--- src/rtl/uart_pkg.sv ---
// uart_pkg
// Shared definitions for the UART receive path (and the transmit stage
// that will reuse the baud tick generator later on).
//   - rx_state_e  : receiver FSM state encoding (3 bits)
//   - OVERSAMPLE  : number of baud ticks per bit period
//   - S_A/S_B/S_C : sample index of the three mid-bit samples
//   - S_END       : last sample index of a bit period
//   - majority3() : 2-out-of-3 vote used on the mid-bit samples
package uart_pkg;

    localparam int unsigned OVERSAMPLE = 16;

    localparam logic [3:0] S_A   = 4'd7;
    localparam logic [3:0] S_B   = 4'd8;
    localparam logic [3:0] S_C   = 4'd9;
    localparam logic [3:0] S_END = 4'd15;

    typedef enum logic [2:0] {
        ST_IDLE  = 3'd0,
        ST_START = 3'd1,
        ST_DATA  = 3'd2,
        ST_STOP  = 3'd3,
        ST_BREAK = 3'd4
    } rx_state_e;

    function automatic logic majority3(input logic a, input logic b, input logic c);
        return (a & b) | (a & c) | (b & c);
    endfunction

endpackage

--- src/rtl/uart_baud_tick.sv ---
// uart_baud_tick
// Divides the system clock down to the oversampling tick rate. The counter
// is held at zero while i_clear is high, so the first tick after clear is
// released arrives exactly CLKS_PER_TICK cycles later; this is what lets
// the receiver align its sampling phase to the start edge.
// Ports:
//   i_clk      system clock, rising edge
//   i_reset_n  asynchronous reset, active-low
//   i_clear    hold the divider cleared (no ticks while high)
//   o_tick     one-cycle pulse every CLKS_PER_TICK clocks
module uart_baud_tick #(
    parameter int unsigned CLKS_PER_TICK = 1
) (
    input  logic i_clk,
    input  logic i_reset_n,
    input  logic i_clear,
    output logic o_tick
);

    localparam int unsigned    CW   = $clog2(CLKS_PER_TICK) + 1;
    localparam logic [CW-1:0]  LAST = CW'(CLKS_PER_TICK - 1);

    logic [CW-1:0] cnt_q;
    logic [CW-1:0] cnt_d;

    // Next count and tick: the tick is decoded combinationally from the
    // terminal count so it lines up with the counter wrapping to zero.
    always_comb begin
        cnt_d  = cnt_q;
        o_tick = 1'b0;
        if (i_clear) begin
            cnt_d = '0;
        end else if (cnt_q == LAST) begin
            cnt_d  = '0;
            o_tick = 1'b1;
        end else begin
            cnt_d = cnt_q + CW'(1);
        end
    end

    always_ff @(posedge i_clk or negedge i_reset_n) begin
        if (!i_reset_n) begin
            cnt_q <= '0;
        end else begin
            cnt_q <= cnt_d;
        end
    end

endmodule

--- src/rtl/uart_rx.sv ---
// uart_rx
// 8N1 UART receiver, LSB first, 16x oversampling with a 3-sample majority
// vote at mid-bit. Feeds the UART protocol decoder directly.
// Ports:
//   i_clk             system clock, rising edge
//   i_reset_n         asynchronous reset, active-low
//   i_rx              serial line (asynchronous, idle high)
//   o_received_pulse  one cycle high when o_dat holds a new good byte
//   o_dat             last good byte, held until the next one
//   o_frame_err       one cycle high when the stop bit is sampled low
//   o_busy            high whenever the FSM is not idle
module uart_rx
    import uart_pkg::*;
#(
    parameter int unsigned SYS_FREQ = 12_000_000,
    parameter int unsigned BAUD     = 115_200
) (
    input  logic       i_clk,
    input  logic       i_reset_n,
    input  logic       i_rx,
    output logic       o_received_pulse,
    output logic [7:0] o_dat,
    output logic       o_frame_err,
    output logic       o_busy
);

    localparam int unsigned CLKS_PER_TICK = SYS_FREQ / (BAUD * OVERSAMPLE);

    if (CLKS_PER_TICK < 1) begin : g_bad_clks_per_tick
        $error("uart_rx: SYS_FREQ/(BAUD*16) must be at least 1");
    end

    logic       sync1_q;
    logic       rx_s_q;
    logic       rx_q;

    rx_state_e  state_q, state_d;
    logic [3:0] s_q, s_d;
    logic [2:0] b_q, b_d;
    logic [7:0] shreg_q, shreg_d;
    logic [1:0] samp_q, samp_d;
    logic [7:0] dat_q, dat_d;
    logic       pulse_q, pulse_d;
    logic       ferr_q, ferr_d;

    logic       tick;
    logic       start_edge;
    logic       vote;

    // Two-flop synchroniser plus one delay stage for edge detection. Reset
    // to 1 so that a line held low at release still looks like a fresh
    // falling edge once it propagates through.
    always_ff @(posedge i_clk or negedge i_reset_n) begin
        if (!i_reset_n) begin
            sync1_q <= 1'b1;
            rx_s_q  <= 1'b1;
            rx_q    <= 1'b1;
        end else begin
            sync1_q <= i_rx;
            rx_s_q  <= sync1_q;
            rx_q    <= rx_s_q;
        end
    end

    assign start_edge = rx_q & ~rx_s_q;

    // Held cleared in IDLE so the tick phase restarts at the start edge.
    uart_baud_tick #(
        .CLKS_PER_TICK(CLKS_PER_TICK)
    ) u_baud_tick (
        .i_clk     (i_clk),
        .i_reset_n (i_reset_n),
        .i_clear   (state_q == ST_IDLE),
        .o_tick    (tick)
    );

    // The third sample is taken live on the s=9 tick, so the vote is valid
    // exactly on that tick.
    assign vote = majority3(samp_q[0], samp_q[1], rx_s_q);

    // Receiver next-state logic. s counts ticks within a bit and wraps
    // naturally; BREAK reuses s to count consecutive high ticks.
    always_comb begin
        state_d = state_q;
        s_d     = s_q;
        b_d     = b_q;
        shreg_d = shreg_q;
        samp_d  = samp_q;
        dat_d   = dat_q;
        pulse_d = 1'b0;
        ferr_d  = 1'b0;

        if (tick && s_q == S_A) begin
            samp_d[0] = rx_s_q;
        end
        if (tick && s_q == S_B) begin
            samp_d[1] = rx_s_q;
        end

        case (state_q)
            ST_IDLE: begin
                s_d = '0;
                b_d = '0;
                if (start_edge) begin
                    state_d = ST_START;
                end
            end
            ST_START: begin
                if (tick) begin
                    s_d = s_q + 4'd1;
                    if (s_q == S_C && vote) begin
                        state_d = ST_IDLE;
                    end else if (s_q == S_END) begin
                        state_d = ST_DATA;
                        b_d     = '0;
                    end
                end
            end
            ST_DATA: begin
                if (tick) begin
                    s_d = s_q + 4'd1;
                    if (s_q == S_C) begin
                        shreg_d = {vote, shreg_q[7:1]};
                    end
                    if (s_q == S_END) begin
                        if (b_q == 3'd7) begin
                            state_d = ST_STOP;
                        end else begin
                            b_d = b_q + 3'd1;
                        end
                    end
                end
            end
            ST_STOP: begin
                if (tick) begin
                    s_d = s_q + 4'd1;
                    if (s_q == S_C) begin
                        if (vote) begin
                            dat_d   = shreg_q;
                            pulse_d = 1'b1;
                            state_d = ST_IDLE;
                        end else begin
                            ferr_d  = 1'b1;
                            s_d     = '0;
                            state_d = ST_BREAK;
                        end
                    end
                end
            end
            ST_BREAK: begin
                if (tick) begin
                    if (!rx_s_q) begin
                        s_d = '0;
                    end else if (s_q == S_END) begin
                        state_d = ST_IDLE;
                    end else begin
                        s_d = s_q + 4'd1;
                    end
                end
            end
            default: begin
                state_d = ST_IDLE;
            end
        endcase
    end

    always_ff @(posedge i_clk or negedge i_reset_n) begin
        if (!i_reset_n) begin
            state_q <= ST_IDLE;
            s_q     <= '0;
            b_q     <= '0;
            shreg_q <= '0;
            samp_q  <= '0;
            dat_q   <= '0;
            pulse_q <= 1'b0;
            ferr_q  <= 1'b0;
        end else begin
            state_q <= state_d;
            s_q     <= s_d;
            b_q     <= b_d;
            shreg_q <= shreg_d;
            samp_q  <= samp_d;
            dat_q   <= dat_d;
            pulse_q <= pulse_d;
            ferr_q  <= ferr_d;
        end
    end

    assign o_received_pulse = pulse_q;
    assign o_frame_err      = ferr_q;
    assign o_dat            = dat_q;
    assign o_busy           = (state_q != ST_IDLE);

endmodule
--- config.mk ---
export PLATFORM = sky130hd
export DESIGN_NAME = uart_rx
export DESIGN_NICKNAME = d
export VERILOG_FILES = /design/src/rtl/uart_pkg.sv /design/src/rtl/uart_baud_tick.sv /design/src/rtl/uart_rx.sv
export SDC_FILE = /design/constraint.sdc
export NUM_CORES = 1
export LEC_CHECK = 0
export CAP_MARGIN = 20
export CORE_MARGIN = 4
export CORE_UTILIZATION = 51
export CTS_CLUSTER_SIZE = 25
export DETAILED_ROUTE_END_ITERATION = 7
export PLACE_DENSITY = 0.74
export SETUP_SLACK_MARGIN = 0.4
export SLEW_MARGIN = 20
export SYNTH_ARGS = -nofsm -noshare
export SYNTH_HDL_FRONTEND = slang
export SYNTH_SLANG_ARGS = --single-unit
--- constraint.sdc ---
create_clock -name i_clk -period 2 [get_ports i_clk]
set_clock_uncertainty 0.15 [all_clocks]
set_input_delay 0.3 -clock i_clk [delete_from_list [all_inputs] [get_ports i_clk]]
set_output_delay 0.3 -clock i_clk [all_outputs]
set_load 0.05 [all_outputs]
After elaboration in Yosys (flattened, before gate mapping)
Index checks and enable logic that the tools add are counted.
- flip-flop bits (word level): 37
- muxes and demuxes: 40
- bitwise operators: 7
- reduce and logical (&&, ||, !) cells: 13
- eq/ne operators: 26
- add/subtract/negate cells: 3
- operator list (kind ; number):
    $mux W3 ; 18
    $mux W4 ; 9
    $ne A2 B2 Y1 const B ; 13
    $pmux W4 S4 ; 1
    $pmux W3 S5 ; 1
    $eq A4 B4 Y1 const B ; 3
    $reduce_and A11 Y1 ; 1
    $mux W1 ; 10
    $pmux W3 S3 ; 1
    $add A4 B1 Y4 const B ; 2
    $eq A4 B3 Y1 const B ; 2
    $reduce_and A7 Y1 ; 1
    $eq A3 B2 Y1 const B ; 2
    $eq A3 B3 Y1 const B ; 2
    $ne A3 B3 Y1 const B ; 2
    $reduce_bool A3 Y1 ; 2
    $reduce_and A5 Y1 ; 1
    $and A1 B1 Y1 ; 4
    $reduce_and A4 Y1 ; 1
    $reduce_bool A4 Y1 ; 1
    $add A3 B1 Y3 const B ; 1
    $eq A3 B1 Y1 const B ; 1
    $logic_and A1 B1 Y1 ; 3
    $logic_not A3 Y1 ; 1
    other kinds (5) ; 6

Longest topological paths before layout
Gate-level depths: netlist (run 1).
- depth after elaboration: 7
- gate-level depth with buffers: 7
- mapped depth without buffers: 6

Cells and area by module
From an unflattened synthesis (run 1), not the netlist that was laid out.
- cell total of the unflattened synthesis: 159
- area, all modules: 1809.2 µm²
- by module, submodules not included (module ; area an instance (µm²) ; instances ; cells an instance):
    uart_rx ; 1609.0 ; 1 ; 139
    uart_baud_tick ; 200.2 ; 1 ; 20

Least setup slack after synthesis (run 1)
OpenSTA, ideal clock, no wires.
- path type: reg2reg
- start: register rx_s_q
- end: register dat_q[0] (netlist: o_dat[0])
- path buffers: 2
- setup time: 0.125 ns
- arrival: 1.716 ns
- setup slack: 0.009 ns
- stages on the path, launching flop included: 7
- cell sequence: dfstp_2 buf_4 maj3_1 inv_1 or3_1 buf_6 mux2_4
- word-level cells in the longest chain between the ends: 4
- elaborated cells between the ends (all ways): 5
- classes of those cells: bitwise (4); reduce/logical (1)
- ends and longest elaborated chain (item ; line ; RTL):
    from (decl) ; uart_rx.sv:34 ; logic rx_s_q;
    from (signal assigned) ; uart_rx.sv:60 ; rx_s_q <= sync1_q;
    $and A1 B1 Y1 ; uart_pkg.sv:27 ; return (a & b) | (a & c) | (b & c);
    $or A1 B1 Y1 ; uart_pkg.sv:27 ;
    $or A1 B1 Y1 (*) ; uart_pkg.sv:27 ;
    $reduce_and A4 Y1 (no source line) (*) ; - ;
    to (signal assigned) ; uart_rx.sv:183 ; dat_q <= dat_d;
    to (decl) ; uart_rx.sv:42 ; logic [7:0] dat_q, dat_d;
Every way passes the cells marked *; elsewhere a longest branch is shown, timed or not.
A chain may end at the register's enable or synchronous reset.

Worst setup path in the final report (run 1)
- start: register s_q[1]
- end: register dat_q[0] (netlist: o_dat[0])
- word-level cells in the longest chain between the ends: 2
- ends and longest elaborated chain (item ; line ; RTL):
    from (decl) ; uart_rx.sv:38 ; logic [3:0] s_q, s_d;
    from (signal assigned) ; uart_rx.sv:170 ; s_q <= '0;
    from (signal assigned) ; uart_rx.sv:179 ; s_q <= s_d;
    $eq A4 B4 Y1 ; uart_rx.sv:137 ; if (s_q == S_C) begin
    $reduce_and A4 Y1 (no source line) ; - ;
Every way passes these cells.

==> impl_metrics.tcl, run 1 <==
set metrics [dict create \
    wire_per_inst_um 16.6 \
    area_growth_pct 47.5 \
    pre_cts_slack_ns -0.0152 \
    setup_tns_ns 0 \
    syn_inst 156 \
    setup_viol 0 \
    root_buffer "clkbuf_4" \
    rrSetupSlack_ns 0.0006 \
    rsz0062_at_grt "true" \
    grt_max_degree 38 \
    row_count 21 \
    max-clock-path-buffers 2 \
    stdcell_count 263 \
    ctsHoldBuffers 0 \
    fin_area_mm2 0.00271 \
    layout_commonest_cell "buf_4" \
    vias 1464 \
    viasPerCell 5.57 \
    hp-class "in2reg" \
    yosys.area.top_type "dfrtp_1" \
    critical_path_class "reg2reg" \
    maxCapViolations 0 \
    fp.dieW_um 68.0 \
    endpoint_kind "flop" \
    drc 0 \
    clock_latency_ns 0.35 \
    firstDrtPassIters 5 \
    yosysWarnings 0 \
    cts_tree "built" \
    num-nets-final 226 \
    cts.sinks 37 \
    synth_top_area_share 0.464 \
    max_freq_ghz 0.500 \
    synth_area_per_cell_um2 11.8 \
    detailed_place_hpwl_mm 2.58 \
    power_density_mw_per_mm2 877 \
    crit_required_ns 2.09 \
    h-tree-depth 2 \
    grt_pass1_vias 1466 \
    synth-async-reset-ratio 1.00 \
    arrival_ns 2.09 \
    slew_violations 0 \
    fp.coreArea_mm2 0.00342 \
    critPathLaunchType "flop" \
    placed_cells 231 \
    synth_seq_area_share 0.506 \
    place_area_mm2 0.00219 \
    reg2reg_to "o_dat[0]$_DFFE_PN0P_" \
    antenna_cells 0 \
    hold_viol 0 \
    io_buffers 13 \
    initialDrtViolationCount 71 \
    drive_gt1_frac 0.594 \
    synth_cell_types 51 \
    grt.total_usage 0.205 \
    synth_top_flop_cell "dfrtp_1" \
    max-slew-margin-rel 0.695 \
    r2r_start "s_q[1]$_DFFE_PN0P_" \
    netlist_area_mm2 0.00184 \
    io-pin-count 14 \
    clkTransAtPathRegs_ns 0.12 \
    timing_worst_slew_pin_value_ns 0.457 \
    cts_buffers 5 \
    die_y_um 68.0 \
    yosys_register_bits 37 \
    syn_nets 166 \
    gp_congestion 0.938 \
    ys_top_cells_by_area "dfrtp_1, mux2_2, mux2_4" \
    critPathCapture "o_dat[0]$_DFFE_PN0P_" \
    grt_first_pass_wirelength_mm 6.98 \
    critical_path.startpoint "s_q[1]$_DFFE_PN0P_" \
    grt_overflow 0 \
    timing.final.crit_share 1.00 \
    fin_ws_ns 0.000627 \
    period_minus_slack_ns 2.00 \
    crit_path_max_fanout 8 \
    antenna_found_initial 0 \
    reg2regPathDepth 7 \
    synth_edf_count 0 \
    die-area_mm2 0.00462 \
    start_util 0.537 \
    routed_wl_mm 4.36 \
    layout_common_cells "buf_4, dfrtp_1, mux2_4" \
    ir_drop_v 0.000715 \
    cellLeakagePower_nw 1.24 \
    drtAntennaViolNets 0 \
    status "finished, final reports clean" \
]
-- through the flow --
step	hold WS, ns	utilization	power, mW
after floorplan	-0.146	-	1.27
after global placement	0.199	0.641	1.44
after detailed placement	0.197	0.641	1.48
after CTS	0.191	0.751	2.17
after global routing	0.187	0.793	2.51
final	0.190	0.793	2.38
-- sequential cells by signal (all words and copies together), names as in the netlist --
signal,count
state_q,3
rx_s_q,1
o_dat,8
sync1_q,1
o_received_pulse,1
shreg_q,8
u_baud_tick.cnt_q,4
o_frame_err,1
s_q,4
samp_q,2
b_q,3
rx_q,1
-- critical path, cell delays in order (launching register included) --
cell,delay [ns]
dfrtp_1,0.42
inv_2,0.10
ha_4,0.13
and3b_2,0.21
nand2_2,0.07
or3_4,0.37
buf_8,0.15
mux2_4,0.29
-- metal layers --
| layer | track usage | wire (um) |
|---|---|---|
| met1 | 0.250 | 1820 |
| met2 | 0.351 | 2220 |
| met3 | 0.0525 | 211 |
| met4 | 0.0670 | 109 |
| met5 | 0 | 0 |
-- worst min path at each step --
stage	from	end	slack (ns)	cells past startpoint
2_1_floorplan	i_reset_n	b_q[0]$_DFFE_PN0P_	-0.15	0
3_3_place_gp	sync1_q$_DFF_PN1_	rx_s_q$_DFF_PN1_	0.20	0
3_5_place_dp	sync1_q$_DFF_PN1_	rx_s_q$_DFF_PN1_	0.20	0
4_1_cts	i_rx	sync1_q$_DFF_PN1_	0.19	1
5_1_grt	i_rx	sync1_q$_DFF_PN1_	0.19	1
6_report	i_rx	sync1_q$_DFF_PN1_	0.19	1
-- layout make-up --
class,count,area [um^2]
multi-input combinational,105,1050
sequential,37,931
fill,190,708
timing repair buffer,59,551
tap,46,57.6
clock inverter,3,46.3
clock buffer,5,37.5
inverter,8,32.5
-- Yosys cell counts (all sizes together), types with 3 or more instances --
library cell	number
buf	4
nand3b	3
nand3	5
inv	8
mux2	19
dfrtp	34
nor2	12
nor3	3
o21ai	6
dfstp	3
ha	7
nand2	9
-- power by group --
| group | switching, mW | internal [mW] |
|---|---|---|
| sequential | 0.0800 | 0.840 |
| combinational | 0.455 | 0.469 |
| clock | 0.267 | 0.265 |
-- what timing repair did --
item                       CTS  global route
setup endpoints to repair   39            35
gates resized for setup     68            25
pin swaps                   17             8
setup buffers               18             6
-- logic make-up (layout without fill, tap and decap cells) --
group | count (synthesis) | count (layout) | share of synthesized area
AND/OR/NAND/NOR | 50 | 50 | 0.153
XOR/XNOR | 2 | 2 | 0.00955
multiplexers | 20 | 20 | 0.138
adder cells (fa/ha/maj) | 8 | 8 | 0.0532
buffers and inverters | 14 | 75 | 0.0429
flip-flops | 37 | 37 | 0.506
AO/OA/AOI/OAI | 25 | 25 | 0.0968
Note: power is estimated with default switching activity, not from simulation.
==> inputs of run 2 (changes only) <==
Settings changed: CORE_UTILIZATION 51 to 61, PLACE_DENSITY 0.74 to 0.83.
Clock period 2 ns to 2.35 ns, I/O delays scaled along.
==> run 2 against run 1 <==
  * Total power down 25%
  * Design area down 16%
  * Clock-buffer cell count rose by 1
  * Critical endpoint is now o_dat[3]$_DFFE_PN0P_
  * Sequential cell count unchanged
  * Critical path type unchanged
==> impl_metrics.tcl, run 2 (synthesis results as in run 1) <==
set metrics [dict create \
    status "finished, final reports clean" \
    hold_path_depth 0 \
    gp_congestion 0.876 \
    clkTransAtPathRegs_ns 0.11 \
    ctsHoldBuffers 0 \
    clock_latency_ns 0.35 \
    drive_gt1_frac 0.391 \
    grt_max_degree 38 \
    wire_per_inst_um 18.9 \
    grt_pass1_vias 1471 \
    drc 0 \
    cellLeakagePower_nw 1.16 \
    firstDrtPassIters 4 \
    h-tree-depth 2 \
    maxCapViolations 0 \
    io-pin-count 14 \
    viasPerCell 6.17 \
    hold_viol 0 \
    power_density_mw_per_mm2 786 \
    reg2regPathDepth 6 \
    max_freq_ghz 0.500 \
    min_from "sync1_q$_DFF_PN1_" \
    start_util 0.654 \
    layout_commonest_cell "dfrtp_1" \
    layout_common_cells "dfrtp_1, buf_4, mux2_2" \
    antenna_found_initial 0 \
    initialDrtViolationCount 61 \
    detailed_place_hpwl_mm 2.63 \
    rrSetupSlack_ns 0.35 \
    grt_first_pass_wirelength_mm 7.13 \
    timing.final.crit_share 0.851 \
    setup_viol 0 \
    vias 1406 \
    critPathLaunchType "flop" \
    ir_drop_v 0.000488 \
    routed_wl_mm 4.30 \
    root_buffer "clkbuf_4" \
    cts_tree "built" \
    area_growth_pct 24.0 \
    r2r_start "s_q[0]$_DFFE_PN0P_" \
    crit_required_ns 2.44 \
    timing_worst_slew_pin_value_ns 0.509 \
    crit_path_max_fanout 8 \
    arrival_ns 2.10 \
    grt.total_usage 0.232 \
    reg2reg_to "o_dat[3]$_DFFE_PN0P_" \
    cts.sinks 37 \
    critical_path_class "reg2reg" \
    die_y_um 62.9 \
    endpoint_kind "flop" \
    min_delay_worst_endpoint "rx_s_q$_DFF_PN1_" \
    io_buffers 13 \
    cts_buffers 5 \
    num-nets-final 206 \
    grt_overflow 0 \
    fp.dieW_um 62.9 \
    die-area_mm2 0.00395 \
    max-clock-path-buffers 2 \
    hp-class "reg2reg" \
    fp.coreArea_mm2 0.00281 \
    slew_violations 0 \
    max-slew-margin-rel 0.662 \
    drtAntennaViolNets 0 \
    rsz0062_at_grt "true" \
    setup_tns_ns 0 \
    fin_util 0.811 \
    row_count 19 \
    antenna_cells 0 \
    period_minus_slack_ns 2.00 \
]
## run 2: cell count changes in the layout (fill, tap and decap cells not counted), sizes merged
cell           previous run  this run
dlygate4sd2               0        10
clkinvlp                  1         0
buf                      47        27
clkbuf                    5         6
clkdlybuf4s15            10         0
## run 2: timing repair
item,in CTS,in global routing
resized for setup,22,8
buffers inserted,11,10
pin swaps,3,8
setup endpoints to repair,31,26
## run 2: layout make-up
cell class,count,area (um^2)
fillers,159,529
multi-input cells,105,880
well taps,31,38.8
inverters,8,32.5
repair buffers,39,318
flip-flops and latches,37,931
clock buffers,6,41.3
clock inverters,2,35.0
## run 2: worst max-delay path: stages (launching register included)
cell     delay [ns]
dfrtp_1        0.42
buf_6          0.12
ha_4           0.13
and3b_2        0.22
nand2_4        0.07
or3_4          0.46
mux2_4         0.33
## run 2: power breakdown
part	leakage (nW)	internal, mW	switching, mW
Combinational	0.645	0.277	0.302
Sequential	0.477	0.715	0.0643
Clock	0.0422	0.223	0.209
Total	1.16	1.21	0.575
## run 2: through the flow
stage	power [mW]	worst slack [ns]	hold WS [ns]	area, um^2	instances
2_1_floorplan	1.07	0.397	-0.0931	1840	156
3_3_place_gp	1.14	0.203	0.197	1990	199
3_5_place_dp	1.18	0.121	0.198	1990	199
4_1_cts	1.70	0.392	0.213	2180	218
5_1_grt	1.90	0.285	0.222	2280	228
6_report	1.79	0.350	0.212	2280	228
## run 2: layer usage
metal / GRT usage / part of all wire / vias up
met1: 0.279 / 0.40 / 703
met3: 0.0755 / 0.068 / 12
met5: 0 / 0 / -
li1: - / - / 638
met2: 0.379 / 0.51 / 53
met4: 0.102 / 0.024 / 0
## run 2: worst max-delay path by stage
| stage | from | end | cells after the start |
|---|---|---|---|
| finish | s_q[0]$_DFFE_PN0P_ | o_dat[3]$_DFFE_PN0P_ | 6 |
| floorplan | state_q[1]$_DFFE_PN0P_ | state_q[1]$_DFFE_PN0P_ | 7 |
| global placement | u_baud_tick.cnt_q[1]$_DFF_PN0_ | o_dat[5]$_DFFE_PN0P_ | 6 |
| global route | s_q[0]$_DFFE_PN0P_ | s_q[2]$_DFFE_PN0P_ | 5 |
| CTS | s_q[0]$_DFFE_PN0P_ | o_dat[3]$_DFFE_PN0P_ | 6 |
| detailed placement | u_baud_tick.cnt_q[1]$_DFF_PN0_ | o_dat[3]$_DFFE_PN0P_ | 6 |
==> inputs of run 3 (changes only) <==
Settings changed: CORE_UTILIZATION 61 to 64, CTS_BUF_LIST from default to sky130_fd_sc_hd__clkbuf_8, PLACE_DENSITY 0.83 to 0.86.
==> run 3 against run 2 <==
  * Critical path depth unchanged
  * Sequential cell count unchanged
  * Sequential share of layout area rose by 1.0 points
  * Combinational power is 13% lower
  * Non-clock buffer count decreased by 9
  * Setup slack worse by 0.011 ns
  * Core utilization decreased by 0.51 points
  * Total power down 2.1%
  * Die area is 4.1% lower
  * Via count fell by 5.4%
  * Maximum frequency shrank 0.54%
  * Routed wire length is 11% lower
  * Critical path type unchanged
==> impl_metrics.tcl, run 3 (synthesis results as in run 1) <==
set metrics [dict create \
    slew_violations 0 \
    crit_path_max_fanout 8 \
    period_minus_slack_ns 2.01 \
    setup_tns_ns 0 \
    crit_required_ns 2.37 \
    max-clock-path-buffers 2 \
    final-seq-area_um2 932 \
    start_util 0.666 \
    die_y_um 61.6 \
    layout_commonest_cell "dfrtp_1" \
    layout_common_cells "dfrtp_1, buf_4, mux2_2" \
    ctsHoldBuffers 0 \
    whs_ns 0.208 \
    max-slew-margin-rel 0.665 \
    hp-class "reg2reg" \
    arrival_ns 2.03 \
    reg2reg_to "o_dat[3]$_DFFE_PN0P_" \
    grt_first_pass_wirelength_mm 5.84 \
    place_area_mm2 0.00199 \
    fin_area_mm2 0.00222 \
    fin_ws_ns 0.339 \
    multi_input_area_um2 867 \
    wire_per_inst_um 17.5 \
    cellLeakagePower_nw 1.15 \
    h-tree-depth 2 \
    antenna_cells 0 \
    cts_tree "built" \
    routed_wl_mm 3.84 \
    cts.sinks 37 \
    drive_gt1_frac 0.340 \
    row_count 19 \
    fp.dieW_um 61.6 \
    timing_worst_slew_pin_value_ns 0.502 \
    grt_pass1_vias 1264 \
    power_density_mw_per_mm2 788 \
    min_from "sync1_q$_DFF_PN1_" \
    critical_path_class "reg2reg" \
    clkTransAtPathRegs_ns 0.07 \
    critPathLaunchType "flop" \
    drc 0 \
    detailed_place_hpwl_mm 2.41 \
    status "finished, final reports clean" \
    maxCapViolations 0 \
    reg2regPathDepth 6 \
    grt_overflow 0 \
    grt.total_usage 0.218 \
    critPathBufInv 1 \
    crit_chain "inv_2, ha_4, and3b_2, nand2_4, or3_4, mux2_4" \
    power.total_mw 1.75 \
    timing.final.crit_share 0.856 \
    ir_drop_v 0.000774 \
    die-area_mm2 0.00379 \
    slowest_stage "or3_4" \
    initialDrtViolationCount 61 \
    firstDrtPassIters 5 \
    viasPerCell 6.07 \
    gp_congestion 0.911 \
    vias 1330 \
    num-nets-final 197 \
    rsz0062_at_grt "true" \
    r2r_start "s_q[1]$_DFFE_PN0P_" \
    rrSetupSlack_ns 0.34 \
    setup_viol 0 \
    fp.coreArea_mm2 0.00276 \
    pre_cts_slack_ns 0.111 \
    hold_viol 0 \
    area_growth_pct 21.1 \
    io_buffers 13 \
    max_freq_ghz 0.497 \
    min_delay_worst_endpoint "rx_s_q$_DFF_PN1_" \
    fillCellCount 156 \
    io-pin-count 14 \
    grt_max_degree 38 \
    cts_buffers 5 \
    drtAntennaViolNets 0 \
    critical-path-top-delay-family "simple AND/OR/NAND/NOR gates" \
    hold_path_depth 0 \
    cp_slowest_stage_delay_ns 0.48 \
    clock_latency_ns 0.30 \
    endpoint_kind "flop" \
    root_buffer "clkbuf_8" \
    antenna_found_initial 0 \
]
[run 3: through the flow]
step,cells,utilization
2_1_floorplan,156,-
3_3_place_gp,199,0.723
3_5_place_dp,199,0.723
4_1_cts,212,0.775
5_1_grt,219,0.806
6_report,219,0.806
[run 3: layout make-up]
| class | count | share of cell area |
|---|---|---|
| clock buffers | 6 | 0.0371 |
| clock inverters | 2 | 0.00506 |
| inverters | 8 | 0.0146 |
| multi-input cells | 105 | 0.390 |
| flip-flops and latches | 37 | 0.419 |
| well taps | 31 | 0.0174 |
| repair buffers | 30 | 0.116 |
[run 3: power by group]
part	switching, mW	internal (mW)
clock	0.221	0.234
combinational	0.270	0.233
sequential	0.0762	0.717
[run 3: per-layer routing]
metal / global-route usage / up-vias / share of wire
li1: - / 622 / -
met1: 0.270 / 655 / 0.43
met2: 0.344 / 44 / 0.49
met3: 0.0671 / 9 / 0.056
met4: 0.109 / 0 / 0.023
met5: 0 / - / 0
[run 3: worst max path at each step]
stage / start / end / slack, ns / cells after the start
floorplan: state_q[1]$_DFFE_PN0P_ / state_q[1]$_DFFE_PN0P_ / 0.40 / 7
global placement: u_baud_tick.cnt_q[1]$_DFF_PN0_ / o_dat[5]$_DFFE_PN0P_ / 0.21 / 6
detailed placement: u_baud_tick.cnt_q[1]$_DFF_PN0_ / o_dat[3]$_DFFE_PN0P_ / 0.11 / 6
CTS: s_q[1]$_DFFE_PN0P_ / o_dat[3]$_DFFE_PN0P_ / 0.37 / 6
global route: u_baud_tick.cnt_q[0]$_DFF_PN0_ / s_q[3]$_DFFE_PN0P_ / 0.27 / 6
finish: s_q[1]$_DFFE_PN0P_ / o_dat[3]$_DFFE_PN0P_ / 0.34 / 6
[run 3: what timing repair did]
item,CTS,global route
buffers inserted,5,7
pin swaps,1,6
resized for setup,16,10
setup endpoints to repair,28,25
[run 3: worst reg2reg max path, stage by stage (launching register included)]
cell	delay, ns
dfrtp_1	0.41
inv_2	0.10
ha_4	0.14
and3b_2	0.22
nand2_4	0.07
or3_4	0.48
mux2_4	0.34
==> variant (settings of run 2) <==
Re-encode `rx_state_e` (5 states) as one-hot, 5 bits wide.
--- a/src/rtl/uart_pkg.sv
+++ b/src/rtl/uart_pkg.sv
@@ -17,8 +17,8 @@
 
-    typedef enum logic [2:0] {
-        ST_IDLE  = 3'd0,
-        ST_START = 3'd1,
-        ST_DATA  = 3'd2,
-        ST_STOP  = 3'd3,
-        ST_BREAK = 3'd4
+    typedef enum logic [4:0] {
+        ST_IDLE  = 5'b00001,
+        ST_START = 5'b00010,
+        ST_DATA  = 5'b00100,
+        ST_STOP  = 5'b01000,
+        ST_BREAK = 5'b10000
     } rx_state_e;
Check against the original RTL: no difference found for any inputs over 10 cycles, from zero or initial values and one cycle with i_reset_n low; not proved beyond that.
==> variant against run 2 <==
- total power rose by 27%
- cell count rose by 13%
- routed wire length rose by 21%
- sequential cell count rose by 2
- die area rose by 6.3%
- critical path depth did not move
- cell area rose by 16%
- area after synthesis rose by 7.2%
- setup slack got worse by 0.17 ns
- largest power group is now combinational logic
==> variant: results (changes against run 2) <==
global_routing:
  use_met3: 0.0399  # -0.0357
  grt_start_max_net_pins: 40  # +5.3%
  grtUsageMet2: 0.421  # +0.0420
  use_met1: 0.258  # -0.0203
  grt_pass1_vias: 1536  # +4.4%
  grt_pass1_wl_mm: 7.32  # +2.7%
  grt_antenna_before_repair: 0  # unchanged
  grtUsageTotal: 0.228  # -0.00407
worst_hold_path:
  hold_path_depth: 0  # unchanged
  hp-class: "reg -> reg"
  hold_start: "sync1_q"
detailed_routing:
  drt_iter0_markers: 67  # +9.8%
  vias: 1568  # +12%
  viasPerCell: 6.10  # -1.1%
  routed.top_layer: "met4"
  met3_length_um: 241  # -18%
  first_pass_iters: 4  # unchanged
  postRouteWirelength_mm: 5.20  # +21%
  wl_met1_mm: 1.97  # +14%
  met2_length_mm: 2.73  # +25%
power_and_ir_drop:
  ir_worst_vdd_mv: 0.683  # +40%
  total_leakage_power_nw: 1.29  # +11%
yosys:
  synth_common_cells: "35 x dfrtp_1, 19 x mux2_2, 12 x nor2_1"
  syn_nets: 178  # +7.2%
  synth.distinct_cells: 45  # -12%
  yosysWarnings: 0  # unchanged
  synthTopCellsByArea: "dfrtp_1 45%, mux2_2 11%, dfstp_2 5.3%, ha_1 4.5%, nor2_1 2.3%"
  synth_async_sr_flop_share: 1.00  # unchanged
  ys_seq_area_frac: 0.498  # -0.00807
  syn-instance-count: 168  # +7.7%
placement:
  port_buffers: 13  # unchanged
  pre_cts_ws_ns: 0.182  # +0.0617 ns
  routabilityCongestion: 0.962  # +9.8%
  post-dp-hpwl_mm: 2.69  # +2.1%
  place_area_um2: 2150  # +7.8%
clock_tree:
  cts_inserted_buffers: 5  # unchanged
  cts_tree: "built"
  root_buffer: "clkbuf_4"
  clockBufferDepth: 2  # unchanged
  clock_latency_ns: 0.36
  clk_pin_slew_ns: 0.12
  cts.htree.levels: 2  # unchanged
setup_path:
  cp.arrival_ns: 2.27  # +0.17 ns
  slowest_delay_ns: 0.64  # +0.18 ns
  crit_family: "flip-flops"
  crit_type: "reg -> reg"
  cp_max_fo: 5  # -3
  r2r_start: "state_q[0]"
  reg2reg_depth: 6  # unchanged
  crit_path_top_delay_cell: "dfstp_2"
layout:
  drive_gt1_frac: 0.484  # +0.0927
  nets: 222  # +7.8%
  antenna_cells: 0  # unchanged
outcome:
  outcome: "completed"
sta:
  slew_headroom: 0.435  # -0.227
==> variant: changes by cell type after synthesis, moves of 4 or more <==
cell	delta
buf_2	+4
inv_1	+4
mux2_2	+8
mux2_4	-8
==> variant: timing repair <==
item | 4_1_cts | 5_1_grt
gates resized for setup | 22 | 32
endpoints found under the setup margin | 36 | 29
hold buffers | 1 | 0
pin swaps | 4 | 16
hold endpoints to repair | 35 | 0
buffers inserted | 11 | 17
==> variant: power by group <==
group | internal (mW) | total (mW) | switching [mW]
Clock | 0.257 | 0.491 | 0.235
Combinational | 0.446 | 0.946 | 0.499
Sequential | 0.738 | 0.832 | 0.0946
Total | 1.44 | 2.27 | 0.829
==> variant: worst paths after layout <==
path,to,slack (ns)
worst max-delay path,state_q[4],0.18
max in group asynchronous,s_q[1],0.99
min in group asynchronous,state_q[2],0.46
worst max register to register,state_q[4],0.18
worst min-delay path,rx_s_q,0.22
worst min register to register,rx_s_q,0.22
==> variant: cells by family (layout without fill, tap and decap cells) <==
family,count (synthesis),count (layout),synth area share
AOI/OAI and AO/OA,21,21,0.0763
xor gates and xnor gates,3,3,0.0134
adders and majority gates,8,8,0.0496
buffers and inverters,17,62,0.0388
DFF,39,39,0.498
muxes,25,25,0.141
and+or+nand+nor,55,55,0.182
==> variant: cell type report <==
type / instances / area (um^2)
inverter: 12 / 50.0
multi-input combinational: 112 / 1090
tap: 44 / 55.1
clock inverter: 2 / 38.8
clock buffer: 6 / 51.3
timing repair buffer: 42 / 354
fill: 161 / 449
sequential: 39 / 988
==> variant: worst register-to-register path: cells and delay by family (launching register included) <==
family / cells / cell delay, ns
mux: 1 / 0.30
flops: 1 / 0.64
buf+inv: 1 / 0.19
compound gates: 1 / 0.22
simple gates: 3 / 0.57
